### src/rtl/multi_cycle_control_if.sv
// Control bus between the multi-cycle MIPS controller and its datapath.
// The controller uses the master modport; the datapath (or bench) uses slave.
interface multi_cycle_control_if #(
  parameter int unsigned CNT_W = 32
);
  logic [5:0]       opCode;
  logic             zero;
  logic             mem_ready;
  logic             pc_write;
  logic             i_or_d;
  logic             mem_read;
  logic             mem_write;
  logic             ir_write;
  logic             reg_dst;
  logic             mem_to_reg;
  logic             reg_write;
  logic             alu_src_a;
  logic [1:0]       alu_src_b;
  logic [1:0]       alu_op;
  logic [1:0]       pc_source;
  logic             instr_done;
  logic [CNT_W-1:0] instr_count;
  logic [3:0]       state;
  logic             illegal_instr;

  modport master (
    input  opCode, zero, mem_ready,
    output pc_write, i_or_d, mem_read, mem_write, ir_write, reg_dst,
           mem_to_reg, reg_write, alu_src_a, alu_src_b, alu_op, pc_source,
           instr_done, instr_count, state, illegal_instr
  );

  modport slave (
    output opCode, zero, mem_ready,
    input  pc_write, i_or_d, mem_read, mem_write, ir_write, reg_dst,
           mem_to_reg, reg_write, alu_src_a, alu_src_b, alu_op, pc_source,
           instr_done, instr_count, state, illegal_instr
  );
endinterface

### src/rtl/multi_cycle_control.sv
// Multi-cycle MIPS control FSM: fetch/decode/execute/memory/writeback
// sequencing with variable-latency memory (mem_ready) and a retired
// instruction counter. Optional macro ILLEGAL_TRAP_EN adds a sticky TRAP
// state for unknown opcodes; without it unknown opcodes retire as NOPs.
module multi_cycle_control #(
  parameter int unsigned CNT_W = 32
) (
  input logic                 clk,
  input logic                 reset,
  multi_cycle_control_if.master bus
);

  localparam logic [5:0] OP_R    = 6'b000000;
  localparam logic [5:0] OP_LW   = 6'b100011;
  localparam logic [5:0] OP_SW   = 6'b101011;
  localparam logic [5:0] OP_BEQ  = 6'b000100;
  localparam logic [5:0] OP_J    = 6'b000010;
  localparam logic [5:0] OP_ADDI = 6'b001000;
  localparam logic [5:0] OP_ANDI = 6'b001100;
  localparam logic [5:0] OP_ORI  = 6'b001101;

  typedef enum logic [3:0] {
    FETCH    = 4'd0,
    DECODE   = 4'd1,
    MEM_ADDR = 4'd2,
    MEM_RD   = 4'd3,
    MEM_WB   = 4'd4,
    MEM_WR   = 4'd5,
    EXEC_R   = 4'd6,
    R_WB     = 4'd7,
    EXEC_I   = 4'd8,
    I_WB     = 4'd9,
    BRANCH   = 4'd10,
    JUMP     = 4'd11
`ifdef ILLEGAL_TRAP_EN
    ,TRAP    = 4'd12
`endif
  } state_e;

  state_e           state_q, state_d;
  logic [CNT_W-1:0] instr_count_q, instr_count_d;

  logic       pc_write_c, i_or_d_c, mem_read_c, mem_write_c, ir_write_c;
  logic       reg_dst_c, mem_to_reg_c, reg_write_c, alu_src_a_c, instr_done_c;
  logic [1:0] alu_src_b_c, alu_op_c, pc_source_c;

  // Next-state and control decode; everything stays 0 while reset is high
  always_comb begin
    state_d      = state_q;
    pc_write_c   = 1'b0;
    i_or_d_c     = 1'b0;
    mem_read_c   = 1'b0;
    mem_write_c  = 1'b0;
    ir_write_c   = 1'b0;
    reg_dst_c    = 1'b0;
    mem_to_reg_c = 1'b0;
    reg_write_c  = 1'b0;
    alu_src_a_c  = 1'b0;
    alu_src_b_c  = 2'b00;
    alu_op_c     = 2'b00;
    pc_source_c  = 2'b00;
    instr_done_c = 1'b0;
    if (!reset) begin
      case (state_q)
        FETCH: begin
          mem_read_c  = 1'b1;
          alu_src_b_c = 2'b01;
          if (bus.mem_ready) begin
            ir_write_c = 1'b1;
            pc_write_c = 1'b1;
            state_d    = DECODE;
          end
        end
        DECODE: begin
          alu_src_b_c = 2'b11;
          case (bus.opCode)
            OP_LW, OP_SW:             state_d = MEM_ADDR;
            OP_R:                     state_d = EXEC_R;
            OP_BEQ:                   state_d = BRANCH;
            OP_J:                     state_d = JUMP;
            OP_ADDI, OP_ANDI, OP_ORI: state_d = EXEC_I;
            default: begin
`ifdef ILLEGAL_TRAP_EN
              state_d = TRAP;
`else
              instr_done_c = 1'b1;
              state_d      = FETCH;
`endif
            end
          endcase
        end
        MEM_ADDR: begin
          alu_src_a_c = 1'b1;
          alu_src_b_c = 2'b10;
          state_d     = (bus.opCode == OP_SW) ? MEM_WR : MEM_RD;
        end
        MEM_RD: begin
          mem_read_c = 1'b1;
          i_or_d_c   = 1'b1;
          if (bus.mem_ready) state_d = MEM_WB;
        end
        MEM_WB: begin
          mem_to_reg_c = 1'b1;
          reg_write_c  = 1'b1;
          instr_done_c = 1'b1;
          state_d      = FETCH;
        end
        MEM_WR: begin
          mem_write_c = 1'b1;
          i_or_d_c    = 1'b1;
          if (bus.mem_ready) begin
            instr_done_c = 1'b1;
            state_d      = FETCH;
          end
        end
        EXEC_R: begin
          alu_src_a_c = 1'b1;
          alu_op_c    = 2'b10;
          state_d     = R_WB;
        end
        R_WB: begin
          reg_dst_c    = 1'b1;
          reg_write_c  = 1'b1;
          instr_done_c = 1'b1;
          state_d      = FETCH;
        end
        EXEC_I: begin
          alu_src_a_c = 1'b1;
          alu_src_b_c = 2'b10;
          alu_op_c    = 2'b10;
          state_d     = I_WB;
        end
        I_WB: begin
          reg_write_c  = 1'b1;
          instr_done_c = 1'b1;
          state_d      = FETCH;
        end
        BRANCH: begin
          alu_src_a_c  = 1'b1;
          alu_op_c     = 2'b01;
          pc_source_c  = 2'b01;
          pc_write_c   = bus.zero;
          instr_done_c = 1'b1;
          state_d      = FETCH;
        end
        JUMP: begin
          pc_source_c  = 2'b10;
          pc_write_c   = 1'b1;
          instr_done_c = 1'b1;
          state_d      = FETCH;
        end
`ifdef ILLEGAL_TRAP_EN
        TRAP: state_d = TRAP;
`endif
        default: state_d = FETCH;
      endcase
    end
  end

  assign instr_count_d = instr_count_q + CNT_W'(instr_done_c);

  // State and retired-instruction counter registers
  always_ff @(posedge clk) begin
    if (reset) begin
      state_q       <= FETCH;
      instr_count_q <= '0;
    end else begin
      state_q       <= state_d;
      instr_count_q <= instr_count_d;
    end
  end

`ifdef ILLEGAL_TRAP_EN
  logic illegal_instr_q, illegal_instr_d;

  assign illegal_instr_d = illegal_instr_q | (state_d == TRAP);

  // Sticky illegal-instruction flag, cleared only by reset
  always_ff @(posedge clk) begin
    if (reset) illegal_instr_q <= 1'b0;
    else       illegal_instr_q <= illegal_instr_d;
  end

  assign bus.illegal_instr = illegal_instr_q;
`else
  assign bus.illegal_instr = 1'b0;
`endif

  assign bus.pc_write    = pc_write_c;
  assign bus.i_or_d      = i_or_d_c;
  assign bus.mem_read    = mem_read_c;
  assign bus.mem_write   = mem_write_c;
  assign bus.ir_write    = ir_write_c;
  assign bus.reg_dst     = reg_dst_c;
  assign bus.mem_to_reg  = mem_to_reg_c;
  assign bus.reg_write   = reg_write_c;
  assign bus.alu_src_a   = alu_src_a_c;
  assign bus.alu_src_b   = alu_src_b_c;
  assign bus.alu_op      = alu_op_c;
  assign bus.pc_source   = pc_source_c;
  assign bus.instr_done  = instr_done_c;
  assign bus.instr_count = instr_count_q;
  assign bus.state       = state_q;

endmodule

### src/flat_wrapper.sv
// flat-port wrapper written by rule: the top's interface ports become plain ports
module multi_cycle_control_flat 
#(
  parameter int unsigned CNT_W = 32
)
  (clk, reset, bus_opCode, bus_zero, bus_mem_ready, bus_pc_write, bus_i_or_d, bus_mem_read, bus_mem_write, bus_ir_write, bus_reg_dst, bus_mem_to_reg, bus_reg_write, bus_alu_src_a, bus_alu_src_b, bus_alu_op, bus_pc_source, bus_instr_done, bus_instr_count, bus_state, bus_illegal_instr);
  multi_cycle_control_if #(.CNT_W(CNT_W)) bus_i ();
  input logic clk;
  input logic reset;
  input wire logic [$bits(bus_i.opCode)-1:0] bus_opCode;
  input wire logic [$bits(bus_i.zero)-1:0] bus_zero;
  input wire logic [$bits(bus_i.mem_ready)-1:0] bus_mem_ready;
  output wire logic [$bits(bus_i.pc_write)-1:0] bus_pc_write;
  output wire logic [$bits(bus_i.i_or_d)-1:0] bus_i_or_d;
  output wire logic [$bits(bus_i.mem_read)-1:0] bus_mem_read;
  output wire logic [$bits(bus_i.mem_write)-1:0] bus_mem_write;
  output wire logic [$bits(bus_i.ir_write)-1:0] bus_ir_write;
  output wire logic [$bits(bus_i.reg_dst)-1:0] bus_reg_dst;
  output wire logic [$bits(bus_i.mem_to_reg)-1:0] bus_mem_to_reg;
  output wire logic [$bits(bus_i.reg_write)-1:0] bus_reg_write;
  output wire logic [$bits(bus_i.alu_src_a)-1:0] bus_alu_src_a;
  output wire logic [$bits(bus_i.alu_src_b)-1:0] bus_alu_src_b;
  output wire logic [$bits(bus_i.alu_op)-1:0] bus_alu_op;
  output wire logic [$bits(bus_i.pc_source)-1:0] bus_pc_source;
  output wire logic [$bits(bus_i.instr_done)-1:0] bus_instr_done;
  output wire logic [$bits(bus_i.instr_count)-1:0] bus_instr_count;
  output wire logic [$bits(bus_i.state)-1:0] bus_state;
  output wire logic [$bits(bus_i.illegal_instr)-1:0] bus_illegal_instr;
  assign bus_i.opCode = bus_opCode;
  assign bus_i.zero = bus_zero;
  assign bus_i.mem_ready = bus_mem_ready;
  assign bus_pc_write = bus_i.pc_write;
  assign bus_i_or_d = bus_i.i_or_d;
  assign bus_mem_read = bus_i.mem_read;
  assign bus_mem_write = bus_i.mem_write;
  assign bus_ir_write = bus_i.ir_write;
  assign bus_reg_dst = bus_i.reg_dst;
  assign bus_mem_to_reg = bus_i.mem_to_reg;
  assign bus_reg_write = bus_i.reg_write;
  assign bus_alu_src_a = bus_i.alu_src_a;
  assign bus_alu_src_b = bus_i.alu_src_b;
  assign bus_alu_op = bus_i.alu_op;
  assign bus_pc_source = bus_i.pc_source;
  assign bus_instr_done = bus_i.instr_done;
  assign bus_instr_count = bus_i.instr_count;
  assign bus_state = bus_i.state;
  assign bus_illegal_instr = bus_i.illegal_instr;
  multi_cycle_control #(.CNT_W(CNT_W)) u_core (.clk(clk), .reset(reset), .bus(bus_i));
endmodule
### config.mk
export PLATFORM = sky130hd
export DESIGN_NAME = multi_cycle_control_flat
export DESIGN_NICKNAME = d
export VERILOG_FILES = /design/src/rtl/multi_cycle_control_if.sv /design/src/rtl/multi_cycle_control.sv /design/src/flat_wrapper.sv
export SDC_FILE = /design/constraint.sdc
export NUM_CORES = 1
export LEC_CHECK = 0
export ABC_AREA = 1
export CORE_MARGIN = 5
export CORE_UTILIZATION = 52
export DETAILED_ROUTE_END_ITERATION = 10
export HOLD_SLACK_MARGIN = 0.03
export PLACE_DENSITY = 0.86
export SLEW_MARGIN = 40
export SYNTH_ARGS = -nofsm -noshare
export SYNTH_HDL_FRONTEND = slang
export SYNTH_SLANG_ARGS = --single-unit
### constraint.sdc
create_clock -name clk -period 3.6 [get_ports clk]
set_input_delay 0.72 -clock clk [delete_from_list [all_inputs] [get_ports clk]]
set_output_delay 0.72 -clock clk [all_outputs]
set_load 0.03 [all_outputs]
Word-level counts from Yosys, hierarchy flattened
Index checks and enable logic that the tools add are counted.
{ "classes": {"add_sub_neg": 1, "mul": 0, "div_mod_pow": 0, "magnitude_cmp": 0, "eq_ne": 21, "shift": 0, "n_mux": 34, "n_bitwise": 0, "n_reduce_logical": 13} }
{ "op_table": {"columns": ["op", "count"], "rows": [
  ["$add 32x1->32", 1],
  ["$pmux 4 s7", 1],
  ["$mux 1", 20],
  ["$pmux 4 s5", 1],
  ["$eq 6x4->1 const B", 3],
  ["$eq 4x3->1 const B", 4],
  ["$eq 4x4->1 const B", 4],
  ["$eq 6x6->1 const B", 2],
  ["$mux 4", 3],
  ["$reduce_or 2->1", 5],
  ["$eq 4x2->1 const B", 2],
  ["$pmux 2 s2", 2],
  ["$reduce_or 8->1", 1],
  ["$eq 6x2->1 const B", 1],
  ["$eq 6x3->1 const B", 1],
  ["$logic_not 6->1", 1],
  ["$mux 2", 3],
  ["$ne 2x2->1 const B", 3],
  ["$pmux 1 s3", 2],
  ["$pmux 2 s3", 1],
  ["$reduce_or 3->1", 2],
  ["$reduce_or 5->1", 1],
  ["$eq 4x1->1 const B", 1],
  ["$logic_not 4->1", 1],
  ["3 further kinds", 3]
]} }
{ "word_totals": {"regBits": 36, "latchBits": 0, "mem_bits_rw": 0, "rom_bits": 0, "input_bits": 10, "memories": 0} }

Depth between registers and ports, before layout
{ "logic_depth": {"depth_word": 6, "mapped_depth": 16, "mapped_depth_nobuf": 16} }

Worst setup path after synthesis
Ideal clock, no wire load.
{ "synth_timing": {"path_kind": "register to register", "startpoint": "register u_core.state_q[2], in the netlist u_core.bus.state[2]", "endpoint": "register u_core.instr_count_q[16], in the netlist u_core.bus.instr_count[16]", "arrival_ns": 2.860, "t_required_ns": 3.472, "path_slack_ns": 0.613, "path_stages_with_launch": 15, "path_buffers": 0, "cell_sequence": "dfxtp_1 > inv_1 > nor2_1 > nand2_1 > o22ai_1 > nor2_1 > a21oi_1 > ha_1 > ha_1 > nand2_2 > nor2_4 > nand2_1 > nor2_1 > xnor2_1 > nor2_1"} }
{ "synth_via": {"elab_chain_cells": 5} }
{ "synth_rtl": {"columns": ["element", "line", "text"], "rows": [
  ["start, declared", "multi_cycle_control.sv:40", "state_e state_q, state_d;"],
  ["start signal, assigned", "multi_cycle_control.sv:168", "state_q <= state_d;"],
  ["$eq 4x3->1 / $eq 4x4->1 (equally long branches)", "multi_cycle_control.sv:64", "case (state_q)"],
  ["$reduce_or 5->1 (no line)", null, null],
  ["$pmux 1 s3 (*)", "multi_cycle_control.sv:64", null],
  ["$mux 1 (*)", "multi_cycle_control.sv:63", "if (!reset) begin"],
  ["named net bus_instr_done", "flat_wrapper.sv:25", "output wire logic [$bits(bus_i.instr_done)-1:0] bus_instr_done;"],
  ["$add 32x1->32 (*)", "multi_cycle_control.sv:160", "assign instr_count_d = instr_count_q + CNT_W'(instr_done_c);"],
  ["end signal, assigned", "multi_cycle_control.sv:169", "instr_count_q <= instr_count_d;"],
  ["end, declared", "multi_cycle_control.sv:41", "logic [CNT_W-1:0] instr_count_q, instr_count_d;"]
]} }
Mark *: on every way through the listed nets, which the timed path passes. The rest lies on a longest branch.
A chain may end at the register's enable or synchronous reset.

Final worst setup path
{ "layout_timing": {"startpoint": "input port reset", "endpoint": "output port bus_alu_src_b[1]"} }
{ "layout_via": {"elab_chain_cells": 1} }
{ "layout_rtl": {"columns": ["element", "line", "text"], "rows": [
  ["start, declared", "flat_wrapper.sv:9", "input logic reset;"],
  ["$mux 2", "multi_cycle_control.sv:63", null],
  ["end, declared", "flat_wrapper.sv:22", "output wire logic [$bits(bus_i.alu_src_b)-1:0] bus_alu_src_b;"]
]} }
No other way between the ends.

==> results.md <==
- P_int: 0.000588 W
- CP top delay family: buffers and inverters
- Die Y: 76.3 um
- Period utilization: 85.7%
- Hold Vio Cnt, Final: 0
- CP Data Required Time: 2.88 ns
- Total gr overflow: 0
- Clock tree buffer depth: 2
- Initial Util: 53.2%
- Hold_sp: u_core.bus.instr_count[31]
- Mean area per synthesized cell: 6.03 sq um
- Endpoints failing setup: 0
- Fraction of layout cells with a size suffix above 1: 7.00%
- Startpoint class of the critical path: input port
- Antenna violations before repair: 0
- Total number of vias: 2596
- Setup TNS: 0 ns
- Iteration count of the initial detailed-routing pass: 4
- DR WL/cell: 13.4 um
- Htree depth: 2
- Synthesized Nets: 391
- Num CTS Buffers: 5
- Top cells by area, synth: dfxtp_1, nand2_1, nor2_1
- Setup Buffers After CTS: 0
- VDD IR-drop max: 0.164 mV
- Crit path max fanout: 9
- Worst-Skew Late Latency: 0.29 ns
- DRC Markers: 0
- GR met1 Demand/Resource: 26.4%
- FF+latch count, synth: 36
- Site row count: 24
- Commonest non-fill, non-tap cell in the layout: nand2_1
- CTS resizes: 0
- # IOs: 63
- Ys Warns: 0
- Sw Share: 26.2%
- Antenna Nets Post-Route: 0
- CP Class: input port to output port
- Max Cap Violations: 0
- Final GP Congestion: 0.930
- Leak: 1.07 nW
- Most frequent cells in the layout: nand2_1, nor2_1, clkdlybuf4s50_1
- Power Total: 0.000797 W
- Clk pwr share: 37.8%
- Ant. Diodes: 0
- Sequential share of power: 50.8%
- Area leader, netlist: dfxtp_1
- GRT busiest layer: met2
- RSZ-0062 raised after global routing: no
- Width of the die: 76.3 um
- Die ar.: 0.00582 sq mm
- Final min period: 3.09 ns
- Min Hold Slack: 0.470 ns
- M2 GR Usage: 40.5%
- Largest net degree at the start of global routing: 28
- Core Util, Final: 70.5%
- DP Area: 0.00293 sq mm
- # clock sinks: 36
- Hold buffers post-CTS: 0
- PwrDens: 263 mW/mm^2
- Post-synthesis cell type count: 29
- CP peak stage delay: 0.67 ns
- Syn Std Cell Area: 0.00228 sq mm
- Via/cell ratio: 5.24
- Post-synthesis sequential area ratio: 31.5%
- Cells after synthesis: 379
- Buffers plus inverters on the worst setup path: 4
- CP Cell Sequence: clkdlybuf4s50_1 > inv_1 > o21ai_0 > inv_1 > clkdlybuf4s50_1
- Slowest CP cell: clkdlybuf4s50_1
- WP data arrival: 2.37 ns
- Iteration-0 DRC Markers: 173
- Reg-to-Reg Start: u_core.bus.state[2]
- Post-DP HPWL: 5180 um
- CTS tree: yes
- Layout Skew: 0.00814 ns
- Status: finished, final reports clean
- Overall routing resource usage: 22.6%
- FMAX: 0.324 GHz
- Post-route cell area: 0.00303 sq mm
- Number of global-route vias before repair: 2416
- First-pass GRT wire length: 11000 um
- Comb power frac: 11.4%
- Slew Limit Fails: 0
- Worst min path class: flip-flop to flip-flop
- Crit path launch: reset
- Switching power: 0.000209 W
- Share of the synthesized area in the top cell type: 31.5%
- Total Wirelength: 6630 um
- Nets@finish: 454
- Area Growth Syn to Fin: 32.5%
- Met3 global-route usage: 4.61%
- Area of the core: 0.00429 sq mm
- Worst-path clk slew: 0.07 ns
- Crit. End Element: output port
- # port buffers: 61
- Root Buffer Master: clkbuf_8
==> flip-flops by register name (all words and copies together), names as in the netlist <==
signal / flops
u_core.bus.instr_count: 32
u_core.bus.state: 4
==> worst register-to-register path, stage by stage, from the launching register on <==
cell	delay, ns
dfxtp_1	0.36
inv_1	0.13
nand2_1	0.12
nor2_1	0.32
nand4_1	0.14
a21oi_1	0.21
ha_1	0.26
ha_1	0.29
nand2_2	0.11
nor2_4	0.16
nand2_1	0.12
nor2_1	0.14
xnor2_1	0.14
nor2_1	0.05
==> final timing paths <==
| check | end | slack [ns] | depth (start not counted) |
|---|---|---|---|
| worst max-delay path | bus_alu_src_b[1] | 0.51 | 5 |
| worst min-delay path | u_core.bus.instr_count[31] | 0.47 | 2 |
| worst max register to register | u_core.bus.instr_count[16] | 0.93 | 13 |
| worst min register to register | u_core.bus.instr_count[31] | 0.47 | 2 |
==> routing by layer <==
metal | wire length (um) | part of all wire (%)
met3 | 364 | 5.5
met1 | 2780 | 42
met4 | 195 | 2.9
met5 | 0 | 0
met2 | 3290 | 50
==> power groups by stage <==
stage               combinational (W)  clock [W]  sequential [W]
finish                      0.0000909   0.000301        0.000405
global route                0.0000985   0.000332        0.000405
CTS                         0.0000911   0.000306        0.000405
detailed placement          0.0000908          0        0.000414
global placement            0.0000898          0        0.000414
floorplan                   0.0000487          0        0.000419
==> per-stage QoR <==
step | worst slack, ns | std cells
after global placement | 0.511 | 487
after CTS | 0.511 | 495
final | 0.514 | 495
after floorplan | 0.613 | 379
after global routing | 0.412 | 495
after detailed placement | 0.390 | 487
==> synth_stat cells (all sizes together) <==
cell    instances
nand2         120
nor2           94
inv            38
dfxtp          36
a21oi          29
nand3b         16
nand3          11
o21ai           9
clkbuf          5
xnor2           3
buf             2
ha              2
nand4           2
nor3            2
xor2            2
a211oi          1
a22oi           1
a31oi           1
conb            1
o211ai          1
o21a            1
o22ai           1
or2             1
==> area by class of cell <==
type / instances / area [sq um]
clock buffers: 6 / 82.6
clock inverters: 2 / 10.0
multi-input cells: 298 / 1390
flip-flops and latches: 36 / 721
fillers: 382 / 1270
repair buffers: 63 / 618
well taps: 52 / 65.1
inverters: 38 / 143
==> logic make-up after synthesis <==
family	Yosys count	share of synthesized area (%)
other	1	0.164
AO/OA/AOI/OAI	44	10.2
flip-flops	36	31.5
adder cells (fa/ha/maj)	2	1.10
buffers and inverters	45	7.72
XOR/XNOR	5	1.92
AND/OR/NAND/NOR	246	47.4
(Power assumes the default switching activity.)
